File: config.mk
export PLATFORM = sky130hd
export DESIGN_NAME = ped_crossing_ctrl
export DESIGN_NICKNAME = d
export VERILOG_FILES = /design/src/rtl/ped_crossing_ctrl.sv
export SDC_FILE = /design/constraint.sdc
export NUM_CORES = 1
export LEC_CHECK = 0
export BUFFER_PORTS_ARGS = -buffer_cell sky130_fd_sc_hd__buf_2
export CORE_ASPECT_RATIO = 0.8
export CORE_MARGIN = 2
export CORE_UTILIZATION = 40
export DETAILED_ROUTE_END_ITERATION = 6
export GPL_TIMING_DRIVEN = 0
export PLACE_DENSITY_LB_ADDON = 0.08
export SYNTH_ARGS = -nofsm -noshare
export SYNTH_HDL_FRONTEND = slang
export SYNTH_SLANG_ARGS = --single-unit
File: constraint.sdc
create_clock -name clk -period 4.7 [get_ports clk]
set_input_delay 0.47 -clock clk [delete_from_list [all_inputs] [get_ports clk]]
set_output_delay 0.47 -clock clk [all_outputs]
set_load 0.02 [all_outputs]
File: src/rtl/ped_crossing_ctrl.sv
// Pedestrian crossing controller: request-driven road/pedestrian lamp sequencer.
// Optional night flashing mode is compiled in with macro PED_CROSSING_NIGHT_FLASH_EN.
module ped_crossing_ctrl #(
    parameter int N_BTN           = 2,
    parameter int CNT_W           = 8,
    parameter int T_CAR_GREEN_MIN = 5,
    parameter int T_CAR_YELLOW    = 1,
    parameter int T_ALL_RED       = 2,
    parameter int T_PED_GREEN     = 4,
    parameter int T_PED_BLINK     = 4,
    parameter int T_RED_YELLOW    = 1,
    parameter int BLINK_HALF      = 1
) (
    input  logic             clk,
    input  logic             rst_n,
    input  logic             tick,
    input  logic [N_BTN-1:0] ped_req,
`ifdef PED_CROSSING_NIGHT_FLASH_EN
    input  logic             night_mode,
`endif
    output logic             road_red,
    output logic             road_yellow,
    output logic             road_green,
    output logic             ped_red,
    output logic             ped_green,
    output logic             req_pending
);

    typedef enum logic [2:0] {
        CAR_GREEN,
        CAR_YELLOW,
        ALL_RED_1,
        PED_GREEN,
        PED_BLINK,
        ALL_RED_2,
        CAR_RED_YELLOW
`ifdef PED_CROSSING_NIGHT_FLASH_EN
        , NIGHT
`endif
    } state_e;

    localparam logic [CNT_W-1:0] LD_CAR_GREEN  = CNT_W'(T_CAR_GREEN_MIN - 1);
    localparam logic [CNT_W-1:0] LD_CAR_YELLOW = CNT_W'(T_CAR_YELLOW - 1);
    localparam logic [CNT_W-1:0] LD_ALL_RED    = CNT_W'(T_ALL_RED - 1);
    localparam logic [CNT_W-1:0] LD_PED_GREEN  = CNT_W'(T_PED_GREEN - 1);
    localparam logic [CNT_W-1:0] LD_PED_BLINK  = CNT_W'(T_PED_BLINK - 1);
    localparam logic [CNT_W-1:0] LD_RED_YELLOW = CNT_W'(T_RED_YELLOW - 1);
    localparam logic [CNT_W-1:0] LD_BLINK      = CNT_W'(BLINK_HALF - 1);

    state_e           state_q, state_d;
    logic [CNT_W-1:0] cnt_q, cnt_d;
    logic [CNT_W-1:0] bcnt_q, bcnt_d;
    logic             req_q, req_d;
    logic             blink_q, blink_d;
    logic             expired;
    logic             latch_en;

    // NOTE: state registers use non-blocking assignments so every flop samples pre-edge values.
    always_ff @(posedge clk or negedge rst_n) begin
        if (!rst_n) begin
            state_q <= CAR_GREEN;
            cnt_q   <= LD_CAR_GREEN;
            bcnt_q  <= LD_BLINK;
            req_q   <= 1'b0;
            blink_q <= 1'b1;
        end else begin
            state_q <= state_d;
            cnt_q   <= cnt_d;
            bcnt_q  <= bcnt_d;
            req_q   <= req_d;
            blink_q <= blink_d;
        end
    end

    assign expired = tick && (cnt_q == '0);

    always_comb begin
        // NOTE: every variable gets a default first so no path infers a latch.
        state_d  = state_q;
        cnt_d    = cnt_q;
        bcnt_d   = bcnt_q;
        blink_d  = blink_q;
        latch_en = 1'b1;

        // Counter saturates at zero, which is how CAR_GREEN waits for a request.
        if (tick && (cnt_q != '0)) begin
            cnt_d = cnt_q - CNT_W'(1);
        end

        unique case (state_q)
            PED_GREEN, PED_BLINK: latch_en = 1'b0;
`ifdef PED_CROSSING_NIGHT_FLASH_EN
            NIGHT:                latch_en = 1'b0;
`endif
            default:              latch_en = 1'b1;
        endcase
        req_d = req_q | (latch_en & (|ped_req));

        if ((state_q == PED_BLINK)
`ifdef PED_CROSSING_NIGHT_FLASH_EN
            || (state_q == NIGHT)
`endif
           ) begin
            if (tick) begin
                if (bcnt_q == '0) begin
                    blink_d = ~blink_q;
                    bcnt_d  = LD_BLINK;
                end else begin
                    bcnt_d  = bcnt_q - CNT_W'(1);
                end
            end
        end

        case (state_q)
            CAR_GREEN: begin
`ifdef PED_CROSSING_NIGHT_FLASH_EN
                if (tick && night_mode) begin
                    state_d = NIGHT;
                    blink_d = 1'b1;
                    bcnt_d  = LD_BLINK;
                    req_d   = 1'b0;
                end else
`endif
                if (expired && req_q) begin
                    state_d = CAR_YELLOW;
                    cnt_d   = LD_CAR_YELLOW;
                end
            end
            CAR_YELLOW: if (expired) begin
                state_d = ALL_RED_1;
                cnt_d   = LD_ALL_RED;
            end
            ALL_RED_1: if (expired) begin
                state_d = PED_GREEN;
                cnt_d   = LD_PED_GREEN;
                req_d   = 1'b0;
            end
            PED_GREEN: if (expired) begin
                state_d = PED_BLINK;
                cnt_d   = LD_PED_BLINK;
                blink_d = 1'b1;
                bcnt_d  = LD_BLINK;
            end
            PED_BLINK: if (expired) begin
                state_d = ALL_RED_2;
                cnt_d   = LD_ALL_RED;
            end
            ALL_RED_2: if (expired) begin
                state_d = CAR_RED_YELLOW;
                cnt_d   = LD_RED_YELLOW;
            end
            CAR_RED_YELLOW: if (expired) begin
                state_d = CAR_GREEN;
                cnt_d   = LD_CAR_GREEN;
            end
`ifdef PED_CROSSING_NIGHT_FLASH_EN
            NIGHT: begin
                req_d = 1'b0;
                if (tick && !night_mode) begin
                    state_d = ALL_RED_2;
                    cnt_d   = LD_ALL_RED;
                end
            end
`endif
            default: begin
                state_d = CAR_GREEN;
                cnt_d   = LD_CAR_GREEN;
            end
        endcase
    end

    always_comb begin
        road_red    = 1'b0;
        road_yellow = 1'b0;
        road_green  = 1'b0;
        ped_red     = 1'b0;
        ped_green   = 1'b0;
        case (state_q)
            CAR_GREEN:      begin road_green = 1'b1; ped_red = 1'b1; end
            CAR_YELLOW:     begin road_yellow = 1'b1; ped_red = 1'b1; end
            ALL_RED_1,
            ALL_RED_2:      begin road_red = 1'b1; ped_red = 1'b1; end
            PED_GREEN:      begin road_red = 1'b1; ped_green = 1'b1; end
            PED_BLINK:      begin road_red = 1'b1; ped_green = blink_q; end
            CAR_RED_YELLOW: begin road_red = 1'b1; road_yellow = 1'b1; ped_red = 1'b1; end
`ifdef PED_CROSSING_NIGHT_FLASH_EN
            NIGHT:          road_yellow = blink_q;
`endif
            default:        begin road_red = 1'b1; ped_red = 1'b1; end
        endcase
    end

    assign req_pending = req_q;

endmodule

---- Word level (Yosys, flattened, before mapping) ----
Index checks and enable logic that the tools add are counted.
operators by class
  add/subtract/negate cells ............... 2
  eq/ne operators ......................... 13
  reduce and logical (&&, ||, !) cells .... 14
  bitwise gates (word level) .............. 3
  muxes and demuxes ....................... 32
operators by type and width
  kind                                                                    count
  8-bit two-way mux                                                       11
  8-bit one-hot mux with 5 select lines                                   1
  3-bit two-way mux                                                       7
  3-bit one-hot mux with 7 select lines                                   1
  8-bit logical NOT                                                       2
  8-bit by 1-bit subtractor with 8-bit output (second input constant)     2
  2-bit inequality test (second input constant)                           7
  2-bit OR reduction                                                      6
  1-bit two-way mux                                                       11
  3-bit equality test (second input constant)                             3
  8-bit nonzero test                                                      1
  7-bit AND reduction                                                     1
  3-bit by 2-bit equality test with 1-bit output (second input constant)  2
  3-bit by 1-bit equality test with 1-bit output (second input constant)  1
  1-bit logical AND                                                       3
  3-bit logical NOT                                                       1
  1-bit one-hot mux with 2 select lines                                   1
  1-bit bitwise AND                                                       1
  1-bit NOT                                                               1
  1-bit OR                                                                1
storage, ports and cells
  word-level logic and storage cells ...... 69
  output and inout port bits .............. 6
  bits in registers ....................... 21
  input port bits ......................... 5

---- Logic depth before layout (Yosys ltp) ----
Gate-level depths: netlist (run 1).
  depth in word-level cells ............... 7
  depth in mapped cells ................... 7
  gate-level depth less buffers ........... 6

---- Least setup slack after synthesis (run 1) ----
OpenSTA, ideal clock, no wires.
  path kind ............................... input to register
  start ................................... input port tick
  end ..................................... register cnt_q[7]
  arrival time ............................ 2.025 ns
  path buffers ............................ 1
  data required time ...................... 4.623 ns
  setup time .............................. 0.077 ns
  slack ................................... 2.598 ns
  stages .................................. 5
  path through ............................ buf_4 -> or4b_4 -> or4b_4 -> or3_1 -> a21oi_1
on the way
  word-level cells in the longest chain between the ends .. 4
  elaborated cells between the ends (all ways) .. 10
  those cells by class .................... mux: 7; reduce/logical: 3
ends and longest elaborated chain
  what                                                           line     text
  start: declaration                                             16       input logic tick,
  1-bit logical AND, on equally long branches                    86, 75
  8-bit two-way mux / 1-bit logical AND (equally long branches)  86, 124
  8-bit two-way mux, on equally long branches                    -
  8-bit one-hot mux with 5 select lines *                        114      case (state_q)
  net cnt_d[7]                                                   51       logic [CNT_W-1:0] cnt_q, cnt_d;
  end signal: assignment                                         68       cnt_q <= cnt_d;
  end: declaration                                               51
The timed path passes the listed nets; every way through them passes the cells marked *.
A chain may end at the register's enable or synchronous reset.

---- Final worst setup path (run 1) ----
  start ................................... register state_q[1]
  end ..................................... output port ped_green
on the way
  word-level cells in the longest chain between the ends .. 2
  elaborated cells between the ends (all ways) .. 3
  those cells by class .................... eq/ne: 2; mux: 1
ends and longest elaborated chain
  what                                                                                          line  text
  start: declaration                                                                            50    state_e state_q, state_d;
  start signal: assignment                                                                      67    state_q <= state_d;
  3-bit equality test / 3-bit by 2-bit equality test with 1-bit output (equally long branches)  178   case (state_q)
  1-bit one-hot mux with 2 select lines *                                                       178
  end: declaration                                                                              25    output logic ped_green,
Mark *: on every way between the ends. The rest lies on a longest branch, timed or not.

==> results.py, run 1 <==
metrics = {
    "sta": {
        "finalSetupTns_ns": 0,
        "rsz0062_at_grt": "false",
        "finalSetupViolCount": 0,
        "fin_crit_sh_pct": 47.3,
        "drv_slew": 0,
        "relSlewSlack_pct": 40.8,
        "tightest_slew_ns": 0.876,
        "clock_skew_ns": 0.00472,
        "fin_ws_ns": 2.48,
        "hold_violations": 0,
        "max_freq_mhz": 450,
        "period_needed_ns": 2.22,
    },
    "route": {
        "dr.pass1.iters": 4,
        "wl_per_cell_um": 13.5,
        "drt_iter0_drc": 78,
        "vias": 1047,
        "drt-total-wl_um": 2590,
        "drc": 0,
        "vias_per_cell": 5.48,
        "detail-route-antenna-nets": 0,
    },
    "floorplan": {
        "initial_core_util_pct": 41.1,
        "core_sq_mm": 0.00304,
        "die_w_um": 66.5,
        "io_pins": 11,
        "rows": 18,
        "die-area_sq_mm": 0.00359,
        "die_y_um": 54,
    },
    "synthesis": {
        "synth.most_common_cell": "dfrtp_1",
        "ys_ff_latch": 21,
        "postSynthAreaPerCell_sq_um": 9.06,
        "postSynthCellCount": 138,
        "synth_enable_flop_cells": 0,
        "synth_top_cell_area_share_pct": 38.0,
        "synth_flop_cell": "dfrtp_1",
        "synth_top_area_cell": "dfrtp_1",
        "synthTopCellsByArea": "dfrtp_1 (38%), nor2_1 (5.4%), a21oi_1 (4.4%)",
        "synth_cell_types": 41,
        "yosysSeqAreaShare_pct": 42.2,
        "ys_top_cells_by_count": "dfrtp_1 (19), nor2_1 (18), nand2_1 (13)",
        "synthArstFlopShare_pct": 100,
        "yosys_warnings": 0,
        "syn_area_sq_mm": 0.00125,
        "synth_nets": 146,
    },
    "job": {
        "max_cap_violations": 0,
    },
    "power": {
        "p_leak_nw": 0.607,
        "ir_drop_uv": 231,
        "power.density_mw_per_mm2": 562,
    },
    "critical_path": {
        "critPathCaptureType": "output pin",
        "worst-path-buf-inv": 2,
        "cp.required_ns": 4.23,
        "cp_slowest_cell": "nor2b_1",
        "crit_fanout": 10,
        "critPathLaunchType": "flop",
        "path_delay_family": "simple AND/OR/NAND/NOR gates",
        "cp.arrival_ns": 1.75,
        "cp_slowest_stage_delay_ns": 0.46,
        "path_class": "reg -> out",
        "crit_chain": "clkbuf_1 -> nor2b_1 -> a22o_1 -> buf_2",
    },
    "clocking": {
        "hold_buffers": 0,
        "cts_buffers": 3,
        "ctsResizeCount": 0,
        "clockRootBuffer": "clkbuf_8",
        "htreeDepth": 1,
        "cts_max_path_buffers": 2,
        "cts_sinks": 21,
        "tritoncts": "built",
        "clk_latency_ns": 0.26,
        "post-cts-setup-buffers": 0,
        "cts.clk_slew.worst_paths_ns": 0.08,
    },
    "placed_design": {
        "io_buffer_count": 9,
        "gp_congestion": 0.743,
        "dp_slack_ns": 2.47,
        "dp_hpwl_um": 1920,
    },
    "layout": {
        "diodes": 0,
        "drive_above_1_share_pct": 15.9,
        "synthToLayoutAreaGrowth_pct": 11.3,
        "nets": 160,
        "utilization_pct": 45.8,
    },
    "global_routing": {
        "grt_pass1_wl_um": 4520,
        "globalRoute.totalOverflow": 0,
        "grt_max_degree": 22,
        "antenna_found_initial": 0,
        "grt_pass1_vias": 945,
        "grt_usage_pct": 16.7,
    },
    "outcome": {
        "status": "finished, final reports clean",
    },
    "worst_hold_path": {
        "hp-class": "in -> async",
    },
}
placed cells by master (no fill, tap or decap), drive strengths merged, types with 2 or more instances in the layout:
cell type,n
a211oi,2
a21o,2
a21oi,11
buf,11
clkbuf,6
dfrtp,19
dfstp,2
ha,3
inv,5
maj3,2
mux2i,3
nand2,13
nand2b,2
nand3,4
nand4bb,2
nor2,18
nor3,7
nor3b,2
nor4,4
o21ai,4
o31ai,3
or4,2
or4b,2
xor2,5
report_power, final:
group	switching [W]	internal, W
clock	0.0000612	0.0000591
combinational	0.000199	0.000142
sequential	0.0000713	0.000249
metrics by stage:
step / area, sq um / hold WS (ns) / instances / power [W]
floorplan: 1250 / 0.174 / 138 / 0.000572
global placement: 1350 / 0.461 / 187 / 0.000652
detailed placement: 1350 / 0.461 / 187 / 0.000663
CTS: 1390 / 0.173 / 191 / 0.000787
global route: 1390 / 0.201 / 191 / 0.000851
finish: 1390 / 0.154 / 191 / 0.000782
per-layer routing:
metal | up-vias | part of all wire [%] | global-route usage, %
met4 | 0 | 0.39 | 3.06
met1 | 504 | 55 | 24.9
met5 | - | 0 | 0
met3 | 2 | 3.5 | 4.39
li1 | 528 | - | -
met2 | 13 | 41 | 24.7
worst reg2reg max path, delay by kind of cell, from the launching register on:
family / cells / cell delay (ns)
AO/OA/AOI/OAI: 1 / 0.34
adder cells (fa/ha/maj): 1 / 0.21
buffers and inverters: 1 / 0.07
flip-flops: 1 / 0.41
multiplexers: 1 / 0.18
AND/OR/NAND/NOR: 2 / 0.93
registers in the layout (all words and copies together) (netlist names):
signal,count
bcnt_q,8
cnt_q,8
state_q,3
blink_q,1
req_pending,1
kinds of logic after synthesis:
| logic type | Yosys count | share of synthesized area, % |
|---|---|---|
| xor gates and xnor gates | 6 | 4.20 |
| AOI/OAI and AO/OA | 29 | 15.0 |
| DFF | 21 | 42.2 |
| and+or+nand+nor | 64 | 27.9 |
| adders and majority gates | 5 | 4.60 |
| buffers and inverters | 10 | 3.60 |
| muxes | 3 | 2.40 |
area by class of cell:
cell class / instances / area, sq um
Buffer: 5 / 26.3
Clock buffer: 3 / 41.3
Clock inverter: 1 / 5.00
Fill cell: 302 / 1650
Inverter: 5 / 18.8
Multi-Input combinational cell: 107 / 677
Sequential cell: 21 / 528
Tap cell: 40 / 50.0
Timing Repair Buffer: 9 / 45.0
worst paths after layout:
kind	startpoint	end	slack, ns	depth (start not counted)
setup / recovery	state_q[1]$_DFFE_PN0P_	ped_green	2.48	4
hold / removal	rst_n	bcnt_q[4]$_DFF_PN0_	0.15	1
max in group asynchronous	rst_n	blink_q$_DFF_PN1_	4.19	1
setup reg to reg	cnt_q[0]$_DFF_PN0_	cnt_q[2]$_DFF_PN1_	2.50	6
hold reg to reg	bcnt_q[0]$_DFF_PN0_	bcnt_q[0]$_DFF_PN0_	0.55	2
min in group clk	tick	cnt_q[2]$_DFF_PN1_	0.53	2
Note: power is estimated with default switching activity, not from simulation.
==> inputs of run 2 (changes only) <==
==> constraint.sdc (replaced) <==
create_clock -name clk -period 1.8 [get_ports clk]
set_input_delay 0.18 -clock clk [delete_from_list [all_inputs] [get_ports clk]]
set_output_delay 0.18 -clock clk [all_outputs]
set_load 0.02 [all_outputs]
==> results.py, run 2 (synthesized netlist as in run 1, its figures left out) <==
metrics = {
    "outcome": {
        "status": "complete, but fails checks",
        "violations": "setup timing",
    },
    "global_routing": {
        "grt_max_degree": 22,
        "grt_pass1_vias": 957,
        "grt_util_met3_pct": 4.39,
        "antenna_found_initial": 0,
        "grt_pass1_wl_um": 4510,
        "use_met2_pct": 24.8,
        "globalRoute.totalOverflow": 0,
        "busiest_layer": "met2",
        "met1_usage_pct": 24.0,
        "grt_usage_pct": 16.7,
    },
    "critical_path": {
        "crit_chain": "or4b_4 -> or4b_4 -> or3_1 -> a21oi_1",
        "worst-path-buf-inv": 0,
        "path_delay_family": "simple AND/OR/NAND/NOR gates",
        "worst_r2r_startpoint": "cnt_q[2]$_DFF_PN1_",
        "path_class": "reg -> reg",
        "crit_fanout": 5,
        "cp_slowest_stage_delay_ns": 0.54,
        "cp.required_ns": 1.99,
        "reg2reg_slack_ns": -0.17,
        "critPathCaptureType": "flop",
        "crit_top_cell": "or4b_4",
        "timing.rr.end": "cnt_q[7]$_DFF_PN0_",
        "cp.arrival_ns": 2.16,
        "reg2regPathDepth": 4,
        "critPathLaunchType": "flop",
        "cp_slowest_cell": "or4b_4",
    },
    "job": {
        "max_cap_violations": 0,
    },
    "power": {
        "power_w": 0.00212,
        "power.internal_w": 0.00122,
        "seq_power_share_pct": 40.5,
        "p_leak_nw": 0.632,
        "power.density_mw_per_mm2": 1450,
        "p_sw_share_pct": 42.6,
        "power_frac_clock_pct": 14.5,
        "power_frac_comb_pct": 45.0,
        "switchingPower_w": 0.000905,
        "ir_drop_uv": 699,
    },
    "floorplan": {
        "core_sq_mm": 0.00304,
        "rows": 18,
        "die_y_um": 54,
        "die-area_sq_mm": 0.00359,
        "initial_core_util_pct": 41.1,
        "die_w_um": 66.5,
        "io_pins": 11,
    },
    "route": {
        "dr.pass1.iters": 4,
        "drt_iter0_drc": 74,
        "vias": 1034,
        "wl_per_cell_um": 13.4,
        "drt-total-wl_um": 2580,
        "vias_per_cell": 5.39,
        "detail-route-antenna-nets": 0,
        "drc": 0,
    },
    "placed_design": {
        "dp_slack_ns": -0.342,
        "dp_hpwl_um": 1830,
        "gp_congestion": 0.747,
        "io_buffer_count": 9,
        "dpl_cell_area_sq_mm": 0.00135,
    },
    "clocking": {
        "tritoncts": "built",
        "clk_latency_ns": 0.26,
        "cts.clk_slew.worst_paths_ns": 0.08,
        "cts_sinks": 21,
        "clockRootBuffer": "clkbuf_8",
        "htreeDepth": 1,
        "cts_max_path_buffers": 2,
        "cts_buffers": 3,
    },
    "layout": {
        "final_cell_mix": "dfrtp_1 (19), nor2_1 (16), nand2_1 (13), a21oi_1 (11), buf_2 (9)",
        "drive_above_1_share_pct": 23.0,
        "final_common_cell": "dfrtp_1",
        "largest_registers": "bcnt_q (8), cnt_q (8), state_q (3)",
        "synthToLayoutAreaGrowth_pct": 17.3,
        "diodes": 0,
        "fillerInstances": 297,
        "fin_area_sq_mm": 0.00147,
        "nets": 161,
    },
    "sta": {
        "relSlewSlack_pct": 60.5,
        "fin_crit_sh_pct": 109,
        "finalSetupViolCount": 4,
        "hold_violations": 0,
        "clock_skew_ns": 0.00248,
        "max_freq_mhz": 507,
        "fin_ws_ns": -0.171,
        "period_needed_ns": 1.97,
        "tightest_slew_ns": 0.587,
        "drv_slew": 0,
        "rsz0062_at_grt": "true",
    },
    "worst_hold_path": {
        "holdPathStages": 2,
        "min_to": "cnt_q[2]$_DFF_PN1_",
        "holdCritStartpoint": "tick",
        "hp-class": "in -> reg",
    },
}
## run 2: metal layers
metal | vias to the layer above | routed length (um)
met2 | 19 | 1090
met3 | 2 | 87
met1 | 477 | 1390
met5 | - | 0
li1 | 536 | -
met4 | 0 | 13
## run 2: power groups by stage
stage               registers [W]  clock network, W  logic [W]
floorplan                0.000792                 0   0.000702
global placement         0.000836                 0   0.000866
detailed placement       0.000842                 0   0.000890
CTS                      0.000846          0.000330   0.000932
global route             0.000894          0.000349    0.00108
finish                   0.000860          0.000308   0.000954
## run 2: cell type report
cell class	count	area, sq um	area share (%)
tap	40	50.0	3.41
clock inverter	1	5.00	0.341
multi-input combinational	107	736	50.2
clock buffer	3	41.3	2.82
inverter	5	18.8	1.28
buffer	4	25.0	1.71
sequential	21	528	36.0
timing repair buffer	11	62.6	4.27
## run 2: what timing repair did
item | in CTS | in global routing
hold buffers | 1 | 0
buffers inserted | 1 | 0
pin swaps | 2 | 1
resized for setup | 7 | 9
endpoints found under the setup margin | 19 | 24
endpoints found under the hold margin | 19 | 0
## run 2: worst max-delay path by stage
stage | from | endpoint | depth (start not counted)
2_1_floorplan | cnt_q[2]$_DFF_PN1_ | cnt_q[7]$_DFF_PN0_ | 4
3_3_place_gp | cnt_q[0]$_DFF_PN0_ | cnt_q[2]$_DFF_PN1_ | 6
3_5_place_dp | cnt_q[0]$_DFF_PN0_ | cnt_q[2]$_DFF_PN1_ | 6
4_1_cts | cnt_q[1]$_DFF_PN0_ | cnt_q[7]$_DFF_PN0_ | 4
5_1_grt | cnt_q[1]$_DFF_PN0_ | cnt_q[7]$_DFF_PN0_ | 4
6_report | cnt_q[2]$_DFF_PN1_ | cnt_q[7]$_DFF_PN0_ | 4
## run 2: metrics by stage
stage	hold slack [ns]	TNS, ns	std cells	util, %
after floorplan	-0.116	-0.137	138	-
after CTS	0.220	-1.25	192	47.3
after global placement	0.172	-1.89	187	44.2
final	0.240	-0.192	192	48.2
after detailed placement	0.168	-2.05	187	44.2
after global routing	0.248	-1.90	192	48.2
## run 2: worst reg2reg max path, stage by stage (launching register included)
cell and delay, ns:
dfstp_2 0.39, or4b_4 0.54, or4b_4 0.53, or3_1 0.32, a21oi_1 0.12
==> inputs of run 3 (changes only) <==
--- a/config.mk
+++ b/config.mk
@@ -6,10 +6,10 @@
 export NUM_CORES = 1
 export LEC_CHECK = 0
 export BUFFER_PORTS_ARGS = -buffer_cell sky130_fd_sc_hd__buf_2
-export CORE_ASPECT_RATIO = 0.8
 export CORE_MARGIN = 2
-export CORE_UTILIZATION = 40
+export CORE_UTILIZATION = 25
 export DETAILED_ROUTE_END_ITERATION = 6
+export GPL_ROUTABILITY_DRIVEN = 0
 export GPL_TIMING_DRIVEN = 0
 export PLACE_DENSITY_LB_ADDON = 0.08
 export SYNTH_ARGS = -nofsm -noshare
==> results.py, run 3 (synthesized netlist as in run 1, its figures left out) <==
metrics = {
    "sta": {
        "clock_skew_ns": 0.00446,
        "relSlewSlack_pct": 67.4,
        "whs_ns": 0.268,
        "period_needed_ns": 2.01,
        "max_freq_mhz": 498,
        "tightest_slew_ns": 0.488,
        "fin_crit_sh_pct": 112,
        "rsz0062_at_grt": "true",
        "fin_ws_ns": -0.208,
        "finalSetupTns_ns": -0.232,
        "hold_violations": 0,
        "finalSetupViolCount": 2,
        "drv_slew": 0,
    },
    "critical_path": {
        "critPathCaptureType": "flop",
        "crit_end": "cnt_q[7]$_DFF_PN0_",
        "timing.rr.end": "cnt_q[7]$_DFF_PN0_",
        "crit_top_cell": "or4b_4",
        "cp.arrival_ns": 2.21,
        "crit_chain": "or4b_4 -> or4b_4 -> or3_1 -> a21oi_2",
        "reg2regPathDepth": 4,
        "cp.depth": 4,
        "cp_slowest_stage_delay_ns": 0.55,
        "path_class": "reg -> reg",
        "cp_slowest_cell": "or4b_4",
        "worst-path-buf-inv": 0,
        "crit_fanout": 3,
        "worst_r2r_startpoint": "cnt_q[1]$_DFF_PN0_",
        "cp.required_ns": 2.00,
        "cp-startpoint": "cnt_q[1]$_DFF_PN0_",
        "path_delay_family": "simple AND/OR/NAND/NOR gates",
        "critPathLaunchType": "flop",
        "reg2reg_slack_ns": -0.21,
    },
    "layout": {
        "largest_registers": "bcnt_q (8), cnt_q (8), state_q (3)",
        "utilization_pct": 33.8,
        "drive_above_1_share_pct": 30.2,
        "synthToLayoutAreaGrowth_pct": 29.4,
        "diodes": 0,
        "final_common_cell": "dfrtp_1",
        "nets": 168,
        "final_cell_mix": "dfrtp_1 (19), nor2_1 (17), nand2_1 (12)",
    },
    "route": {
        "wl_per_cell_um": 13.1,
        "dr.pass1.iters": 4,
        "top_layer": "met4",
        "wl_met2_um": 1400,
        "drc": 0,
        "vias": 1070,
        "dr_wl_met3_um": 56,
        "drt_iter0_drc": 87,
        "detail-route-antenna-nets": 0,
        "vias_per_cell": 4.73,
        "drt-total-wl_um": 2970,
        "drt-met1-wl_um": 1470,
    },
    "floorplan": {
        "die-area_sq_mm": 0.00558,
        "die_w_um": 74.7,
        "initial_core_util_pct": 26.1,
        "core_sq_mm": 0.00479,
        "io_pins": 11,
        "rows": 25,
        "die_y_um": 74.7,
    },
    "global_routing": {
        "grt_usage_pct": 11.6,
        "grt_pass1_vias": 1040,
        "grt_max_degree": 22,
        "grt_pass1_wl_um": 4970,
        "antenna_found_initial": 0,
        "globalRoute.totalOverflow": 0,
    },
    "outcome": {
        "status": "complete, but fails checks",
        "violations": "setup timing",
    },
    "power": {
        "p_leak_nw": 0.675,
        "ir_drop_uv": 496,
        "power.density_mw_per_mm2": 1490,
    },
    "clocking": {
        "cts_sinks": 21,
        "htreeDepth": 1,
        "clk_latency_ns": 0.26,
        "cts_buffers": 3,
        "tritoncts": "built",
        "cts_max_path_buffers": 2,
        "cts.clk_slew.worst_paths_ns": 0.08,
        "clockRootBuffer": "clkbuf_8",
    },
    "job": {
        "max_cap_violations": 0,
    },
    "worst_hold_path": {
        "hp-class": "in -> reg",
    },
    "placed_design": {
        "dp_hpwl_um": 2020,
        "io_buffer_count": 9,
    },
}
==> run 3: timing repair <==
action | CTS | global route
gates cloned | 0 | 0
hold buffers | 1 | 0
endpoints found under the setup margin | 18 | 24
setup buffers | 2 | 6
gates resized for setup | 9 | 18
pin swaps | 3 | 1
endpoints found under the hold margin | 19 | 0
==> run 3: worst min path at each step <==
stage	start	to	slack [ns]	depth (start not counted)
2_1_floorplan	rst_n	bcnt_q[0]$_DFF_PN0_	-0.12	0
3_5_place_dp	rst_n	bcnt_q[6]$_DFF_PN0_	0.18	1
6_report	tick	cnt_q[2]$_DFF_PN1_	0.27	2
3_3_place_gp	rst_n	bcnt_q[6]$_DFF_PN0_	0.18	1
4_1_cts	tick	cnt_q[2]$_DFF_PN1_	0.23	2
5_1_grt	tick	cnt_q[2]$_DFF_PN1_	0.27	2
==> run 3: cell type report <==
type                       instances  area [sq um]
clock buffer                       4          45.0
multi-input combinational        107           802
inverter                           5          18.8
tap                               67          83.8
timing repair buffer              18           115
buffer                             4          25.0
fill                             503          3170
sequential                        21           528
==> run 3: stage by stage <==
step	cell area (sq um)	cells	setup WS [ns]	total power (W)
6_report	1620	226	-0.208	0.00240
5_1_grt	1620	226	-0.251	0.00261
4_1_cts	1490	220	-0.198	0.00214
3_5_place_dp	1380	214	-0.395	0.00175
3_3_place_gp	1380	214	-0.357	0.00173
2_1_floorplan	1250	138	-0.137	0.00149
==> run 3: per-layer routing <==
layer | global-route usage [%] | vias to the layer above
li1 | - | 543
met1 | 15.7 | 512
met2 | 18.9 | 11
met3 | 1.61 | 4
met4 | 4.17 | 0
met5 | 0 | -
==> run 3: power by group <==
| part | switching [W] | total, W | internal, W |
|---|---|---|---|
| Combinational | 0.000609 | 0.00120 | 0.000590 |
| Sequential | 0.000231 | 0.000881 | 0.000650 |
| Clock | 0.000165 | 0.000323 | 0.000158 |
| Total | 0.00101 | 0.00240 | 0.00140 |
